--- src/rtl/uart_calc_ctrl.sv ---
// Sequencer for the UART calculator: collects A, B and opcode words, waits
// out the ALU settle time, then ships the result. Define SEND_HI_EN to also send result_hi.
module uart_calc_ctrl #(
    parameter int unsigned ALU_LATENCY    = 2,
    parameter int unsigned TIMEOUT_CYCLES = 1000000
) (
    input  logic        clk,
    input  logic        rst,
    input  logic [31:0] i_word_in,
    input  logic        i_word_done,
    output logic [31:0] o_alu_a,
    output logic [31:0] o_alu_b,
    output logic [3:0]  o_alu_op,
    input  logic [31:0] i_alu_lo,
    input  logic [31:0] i_alu_hi,
    output logic [31:0] o_tx_word,
    output logic        o_tx_send,
    input  logic        i_tx_done,
    output logic        o_busy,
    output logic        o_frame_err,
    output logic        o_overrun
);
    localparam int unsigned WORD_W = 32;
    localparam int unsigned OP_W   = 4;
    localparam int unsigned LAT_W  = 4;
    localparam int unsigned TMO_W  = 32;
    localparam logic              TMO_EN   = (TIMEOUT_CYCLES != 0);
    localparam logic [TMO_W-1:0]  TMO_LAST = TMO_W'(TIMEOUT_CYCLES - 1);
    localparam logic [LAT_W-1:0]  LAT_INIT = LAT_W'(ALU_LATENCY - 1);

    typedef enum logic [2:0] {
        S_WAIT_A,
        S_WAIT_B,
        S_WAIT_OP,
        S_EXEC,
        S_SEND_LO,
        S_WAIT_LO
`ifdef SEND_HI_EN
        , S_SEND_HI
        , S_WAIT_HI
`endif
    } state_t;

    state_t              r_state, w_state;
    logic [WORD_W-1:0]   r_alu_a, w_alu_a;
    logic [WORD_W-1:0]   r_alu_b, w_alu_b;
    logic [OP_W-1:0]     r_alu_op, w_alu_op;
    logic [WORD_W-1:0]   r_tx_word, w_tx_word;
    logic                r_tx_send, w_tx_send;
    logic                r_busy, w_busy;
    logic                r_frame_err, w_frame_err;
    logic                r_overrun, w_overrun;
    logic [TMO_W-1:0]    r_tcnt, w_tcnt;
    logic [LAT_W-1:0]    r_lcnt, w_lcnt;
    logic                w_tmo;
`ifdef SEND_HI_EN
    logic [WORD_W-1:0]   r_hi, w_hi;
`else
    logic                w_unused_hi;
    assign w_unused_hi = ^i_alu_hi;
`endif

    assign w_tmo = TMO_EN && (r_tcnt == TMO_LAST);

    // State and datapath registers
    always_ff @(posedge clk or posedge rst) begin
        if (rst) begin
            r_state     <= S_WAIT_A;
            r_alu_a     <= '0;
            r_alu_b     <= '0;
            r_alu_op    <= '0;
            r_tx_word   <= '0;
            r_tx_send   <= 1'b0;
            r_busy      <= 1'b0;
            r_frame_err <= 1'b0;
            r_overrun   <= 1'b0;
            r_tcnt      <= '0;
            r_lcnt      <= '0;
`ifdef SEND_HI_EN
            r_hi        <= '0;
`endif
        end else begin
            r_state     <= w_state;
            r_alu_a     <= w_alu_a;
            r_alu_b     <= w_alu_b;
            r_alu_op    <= w_alu_op;
            r_tx_word   <= w_tx_word;
            r_tx_send   <= w_tx_send;
            r_busy      <= w_busy;
            r_frame_err <= w_frame_err;
            r_overrun   <= w_overrun;
            r_tcnt      <= w_tcnt;
            r_lcnt      <= w_lcnt;
`ifdef SEND_HI_EN
            r_hi        <= w_hi;
`endif
        end
    end

    // Next-state and next-output logic
    always_comb begin
        w_state     = r_state;
        w_alu_a     = r_alu_a;
        w_alu_b     = r_alu_b;
        w_alu_op    = r_alu_op;
        w_tx_word   = r_tx_word;
        w_tx_send   = 1'b0;
        w_frame_err = 1'b0;
        w_overrun   = r_overrun;
        w_tcnt      = r_tcnt;
        w_lcnt      = r_lcnt;
`ifdef SEND_HI_EN
        w_hi        = r_hi;
`endif
        case (r_state)
            S_WAIT_A: begin
                if (i_word_done) begin
                    w_alu_a = i_word_in;
                    w_tcnt  = '0;
                    w_state = S_WAIT_B;
                end
            end
            S_WAIT_B: begin
                if (i_word_done) begin
                    w_alu_b = i_word_in;
                    w_tcnt  = '0;
                    w_state = S_WAIT_OP;
                end else if (w_tmo) begin
                    w_frame_err = 1'b1;
                    w_tcnt      = '0;
                    w_state     = S_WAIT_A;
                end else begin
                    w_tcnt = r_tcnt + TMO_W'(1);
                end
            end
            S_WAIT_OP: begin
                if (i_word_done) begin
                    w_alu_op = i_word_in[OP_W-1:0];
                    w_lcnt   = LAT_INIT;
                    w_tcnt   = '0;
                    w_state  = S_EXEC;
                end else if (w_tmo) begin
                    w_frame_err = 1'b1;
                    w_tcnt      = '0;
                    w_state     = S_WAIT_A;
                end else begin
                    w_tcnt = r_tcnt + TMO_W'(1);
                end
            end
            S_EXEC: begin
                if (r_lcnt == '0) begin
                    w_tx_word = i_alu_lo;
                    w_tx_send = 1'b1;
`ifdef SEND_HI_EN
                    w_hi      = i_alu_hi;
`endif
                    w_state   = S_SEND_LO;
                end else begin
                    w_lcnt = r_lcnt - LAT_W'(1);
                end
            end
            S_SEND_LO: w_state = S_WAIT_LO;
            S_WAIT_LO: begin
                if (i_tx_done) begin
`ifdef SEND_HI_EN
                    w_tx_word = r_hi;
                    w_tx_send = 1'b1;
                    w_state   = S_SEND_HI;
`else
                    w_state   = S_WAIT_A;
`endif
                end
            end
`ifdef SEND_HI_EN
            S_SEND_HI: w_state = S_WAIT_HI;
            S_WAIT_HI: begin
                if (i_tx_done) w_state = S_WAIT_A;
            end
`endif
            default: w_state = S_WAIT_A;
        endcase
        // r_busy mirrors the current state, so a word seen now is dropped
        if (i_word_done && r_busy) w_overrun = 1'b1;
        w_busy = (w_state != S_WAIT_A) && (w_state != S_WAIT_B) && (w_state != S_WAIT_OP);
    end

    assign o_alu_a     = r_alu_a;
    assign o_alu_b     = r_alu_b;
    assign o_alu_op    = r_alu_op;
    assign o_tx_word   = r_tx_word;
    assign o_tx_send   = r_tx_send;
    assign o_busy      = r_busy;
    assign o_frame_err = r_frame_err;
    assign o_overrun   = r_overrun;
endmodule

--- config.mk ---
export PLATFORM = sky130hd
export DESIGN_NAME = uart_calc_ctrl
export DESIGN_NICKNAME = d
export VERILOG_FILES = /design/src/rtl/uart_calc_ctrl.sv
export SDC_FILE = /design/constraint.sdc
export NUM_CORES = 1
export LEC_CHECK = 0
export CORE_ASPECT_RATIO = 0.7
export CORE_MARGIN = 3
export CORE_UTILIZATION = 35
export CTS_BUF_LIST = sky130_fd_sc_hd__clkbuf_16
export DETAILED_ROUTE_END_ITERATION = 8
export PLACE_DENSITY = 0.68
export SETUP_SLACK_MARGIN = 0.02
export SYNTH_ARGS = -nofsm -noshare
export SYNTH_HDL_FRONTEND = slang
export SYNTH_SLANG_ARGS = --single-unit
export TNS_END_PERCENT = 30
--- constraint.sdc ---
create_clock -name clk -period 5.85 [get_ports clk]
set_input_delay 1.17 -clock clk [delete_from_list [all_inputs] [get_ports clk]]
set_output_delay 1.17 -clock clk [all_outputs]
set_load 0.1 [all_outputs]
==> results_dict.tcl, run 1 <==
set metrics [dict create \
    area_delta_synth_final_pct 41.7 \
    synth_seq_area_share 0.585 \
    skew_ps 9.27 \
    fmax_mhz 311 \
    dr.pass1.iters 4 \
    clock-sinks 143 \
    post_cts_buffers 0 \
    synth_edf_count 0 \
    synth-simple-area-share 0.122 \
    hpwlAfterDp_microns 10100 \
    hp-class "flop to flop" \
    postRouteAntennaNets 0 \
    min_period_ps 3210 \
    grt_pass1_wl_microns 23500 \
    yosysTopAreaCell "dfrtp_1" \
    placementRows 39 \
    muxShareOfSynthArea 0.194 \
    cts-resized-gates 0 \
    cp_data_required_time_ps 6140 \
    start_util 0.366 \
    htree_num_levels 4 \
    n_antenna_cell 0 \
    worst_slew_pin_slew_ps 1040 \
    status "complete, no violations" \
    setup_tns_ps 0 \
    wl_microns 14400 \
    yosysWarnings 0 \
    vias_per_cell 4.94 \
    maxCapViolCount 0 \
    setup_viol 0 \
    rsz0062_at_grt "false" \
    async_flop_share 1.00 \
    antenna_found_initial 0 \
    vias 4384 \
    grt_pass1_vias 4590 \
    clock_latency_ps 410 \
    io_pins 204 \
    period_share 0.549 \
    hold_viol 0 \
    avgSynthCellArea_sq_um 12.8 \
    slew_headroom 0.304 \
    yosys-top-cells-count "dfrtp_1, mux2_2, nand2_1" \
    synth_xor_area_frac 0.0186 \
    crit_type "primary input to flop" \
    synth_top_area_share 0.585 \
    fp.dieH_microns 117 \
    globalplace.congestion 0.822 \
    synth.distinct_cells 48 \
    synth_ff_type "dfrtp_1" \
    clockBufferDepth 2 \
    cts_buffers 17 \
    ys_ff_latch 143 \
    die_w_microns 164 \
    core_area_sq_mm 0.0167 \
    cts-root-buf "clkbuf_16" \
    grt_overflow 0 \
    post_drt_wl_per_cell_microns 16.2 \
    synth_top_family_by_area "multiplexers" \
    hold_buffers 0 \
    stdcell_area_sq_mm 0.00867 \
    cp.arrival_ps 3500 \
    grt_max_degree 105 \
    synthesis.nets 580 \
    grt.total_usage 0.156 \
    syn_area_sq_mm 0.00612 \
    die_area_sq_mm 0.0191 \
    num-nets-final 753 \
    critPathCaptureType "flop" \
    drc 0 \
    port_buffers 171 \
    synth_most_common_cell "dfrtp_1" \
    cts_tree "yes" \
    synth_top_cells_by_area "dfrtp_1, mux2_2, nand3_1" \
    synthCells 477 \
    synthAdderAreaFrac 0.00613 \
    finalHoldWorstSlack_ps 455 \
    path_max_fanout 21 \
    synth-compound-area-share 0.0501 \
    drive_above_1_share 0.226 \
    fin_util 0.518 \
    initialDrtViolationCount 210 \
    dpl_cell_area_sq_mm 0.00809 \
    clk_pin_slew_ps 60 \
    startpoint_type "primary input" \
    drv_slew 0 \
]
==> worst paths after layout <==
path,startpoint,endpoint,slack (ps),cells after the start
setup / recovery,i_word_done,o_alu_b[0],2640,4
hold / removal,o_overrun,o_overrun,450,1
setup reg to reg,r_state[0],r_tcnt[24],3350,5
hold reg to reg,o_overrun,o_overrun,450,1
max in group asynchronous,rst,o_alu_a[23],3390,3
min in group asynchronous,rst,o_alu_b[26],1340,2
==> final cells by class <==
type | count | area, sq um
clock buffers | 17 | 425
clock inverters | 15 | 160
fillers | 1403 | 8060
inverters | 10 | 42.5
multi-input cells | 300 | 2420
flip-flops and latches | 143 | 3580
well taps | 225 | 282
repair buffers | 178 | 1760
==> cell families (layout without fill, tap and decap cells) <==
| family | Yosys count | after routing |
|---|---|---|
| multiplexers | 106 | 106 |
| AO/OA/AOI/OAI | 47 | 47 |
| adder cells (fa/ha/maj) | 3 | 3 |
| buffers and inverters | 34 | 220 |
| XOR/XNOR | 13 | 13 |
| flip-flops | 143 | 143 |
| AND/OR/NAND/NOR | 131 | 131 |
==> layout by cell type, fill, tap and decap left out, types with 6 or more instances in the layout <==
master / count
nand2_1: 28
inv_1: 10
nand4_1: 9
clkdlybuf4s50_1: 171
xor2_1: 11
clkbuf_16: 17
dfrtp_1: 143
and4_1: 6
nor2_1: 19
nor3_1: 9
o21ai_0: 18
mux2_2: 100
nand3_1: 25
mux2i_1: 6
or3_1: 6
buf_4: 7
a21oi_1: 9
==> worst max-delay path, cell delays in order <==
cell and delay (ps):
clkdlybuf4s50_1 650, nor4bb_4 850, buf_4 440, mux2_2 380
==> sequential cells by signal, indices dropped and copies added (netlist names) <==
name	flops
o_frame_err	1
r_state	3
r_tcnt	32
o_busy	1
o_tx_word	32
o_overrun	1
o_alu_b	32
r_lcnt	4
o_tx_send	1
o_alu_a	32
o_alu_op	4
==> per-stage QoR <==
stage,cells,setup slack [ps]
finish,888,2640
global route,888,2420
global placement,856,2180
CTS,888,2550
detailed placement,856,2110
floorplan,477,842
==> routing by layer <==
metal / vias to the layer above / GRT usage / wire (microns)
met5: - / 0 / 0
met4: 0 / 0.0513 / 202
met3: 16 / 0.0776 / 1360
met2: 120 / 0.237 / 6700
met1: 2186 / 0.195 / 6140
li1: 2062 / - / -
Power of run 1 is not shown: default switching activity piles up to over one toggle a cycle in this logic, so the estimate is an artifact.
==> inputs of run 2 (changes only) <==
PLACE_DENSITY = 0.7   (was 0.68)
clock period = 2.7 ns   (was 5.85 ns; I/O delays follow)
==> run 2 against run 1 <==
- sequential share of layout area up 0.76 points
- first-iteration DRC count up 32%
- hold slack better by 13 ps
- die area unchanged
- core utilization down 0.94 points
- setup slack worse by 2200 ps
- clock-buffer cell count unchanged
- global-route usage up 0.48 points
- critical path depth up 2
- wire length up 3.1%
- via count up 1.1%
- non-clock buffer count up 6
- critical path type is now flop to flop
- largest cell class unchanged
==> results_dict.tcl, run 2 (synthesis gave the netlist of run 1 again) <==
set metrics [dict create \
    status "complete, no violations" \
    placementRows 39 \
    antenna_found_initial 0 \
    cts_buffers 17 \
    wl_microns 14800 \
    vias_per_cell 4.97 \
    grt_max_degree 144 \
    num-nets-final 759 \
    drv_slew 0 \
    maxCapViolCount 0 \
    grt.total_usage 0.160 \
    min_period_ps 2250 \
    post_drt_wl_per_cell_microns 16.6 \
    post_cts_buffers 0 \
    clock_latency_ps 410 \
    clk_pin_slew_ps 60 \
    globalplace.congestion 0.787 \
    period_share 0.832 \
    worst_slew_pin_slew_ps 797 \
    die_w_microns 164 \
    die_area_sq_mm 0.0191 \
    clockBufferDepth 2 \
    port_buffers 171 \
    start_util 0.366 \
    area_delta_synth_final_pct 39.1 \
    setup_tns_ps 0 \
    cp_data_required_time_ps 3030 \
    htree_num_levels 4 \
    min_path_cells 1 \
    grt_pass1_wl_microns 24300 \
    setup_viol 0 \
    cp.arrival_ps 2580 \
    drive_above_1_share 0.388 \
    hold_viol 0 \
    layout_common_cells "dfrtp_1, buf_4, mux2_2, clkdlybuf4s50_1, nand2_1" \
    cts_tree "yes" \
    reg2regPathDepth 6 \
    dr.pass1.iters 5 \
    core_area_sq_mm 0.0167 \
    critPathCaptureType "flop" \
    vias 4434 \
    hold_buffers 0 \
    layout_setup_ws_ps 453 \
    postRouteAntennaNets 0 \
    finalHoldWorstSlack_ps 468 \
    hpwlAfterDp_microns 10300 \
    crit_type "flop to flop" \
    io_pins 204 \
    n_antenna_cell 0 \
    grt_overflow 0 \
    place_ws_ps 340 \
    fmax_mhz 445 \
    slew_headroom 0.469 \
    fp.dieH_microns 117 \
    grt_pass1_vias 4695 \
    clock-sinks 143 \
    skew_ps 10.7 \
    path_max_fanout 10 \
    rsz0062_at_grt "false" \
    drc 0 \
    cts-resized-gates 0 \
    layout_commonest_cell "dfrtp_1" \
    initialDrtViolationCount 277 \
    cts-root-buf "clkbuf_16" \
    hp-class "flop to flop" \
    startpoint_type "flop" \
]
-- run 2: worst paths after layout --
check                      slack [ps]           end      start
max                               450    r_tcnt[18]  r_tcnt[0]
min                               470     o_overrun  o_overrun
max reg2reg                       450    r_tcnt[18]  r_tcnt[0]
min reg2reg                       470     o_overrun  o_overrun
max in group asynchronous        1420   o_alu_b[19]        rst
min in group asynchronous         630  o_tx_word[6]        rst
-- run 2: worst max-delay path, stage by stage (launching register included) --
cell,delay (ps)
dfrtp_1,400
ha_1,260
nand4_1,240
nor4_4,650
nand3_1,210
or3_1,340
o21ai_0,80
-- run 2: cell type report --
cell class | instances | area [sq um]
repair buffers | 184 | 1600
flip-flops and latches | 143 | 3580
inverters | 10 | 41.3
clock buffers | 17 | 425
well taps | 225 | 282
multi-input cells | 300 | 2420
clock inverters | 14 | 169
fillers | 1388 | 8220
-- run 2: per-layer routing --
layer  global-route usage  share of wire
met1                0.200           0.42
met2                0.247           0.47
met3               0.0865           0.10
met4               0.0377         0.0073
met5                    0              0
-- run 2: through the flow --
step                instances  utilization  instance area (sq um)
floorplan                 477            -                   6120
global placement          862        0.473                   7920
detailed placement        862        0.473                   7920
CTS                       893        0.509                   8520
global route              893        0.509                   8520
finish                    893        0.509                   8520
Power of run 2 is left out for the same reason.
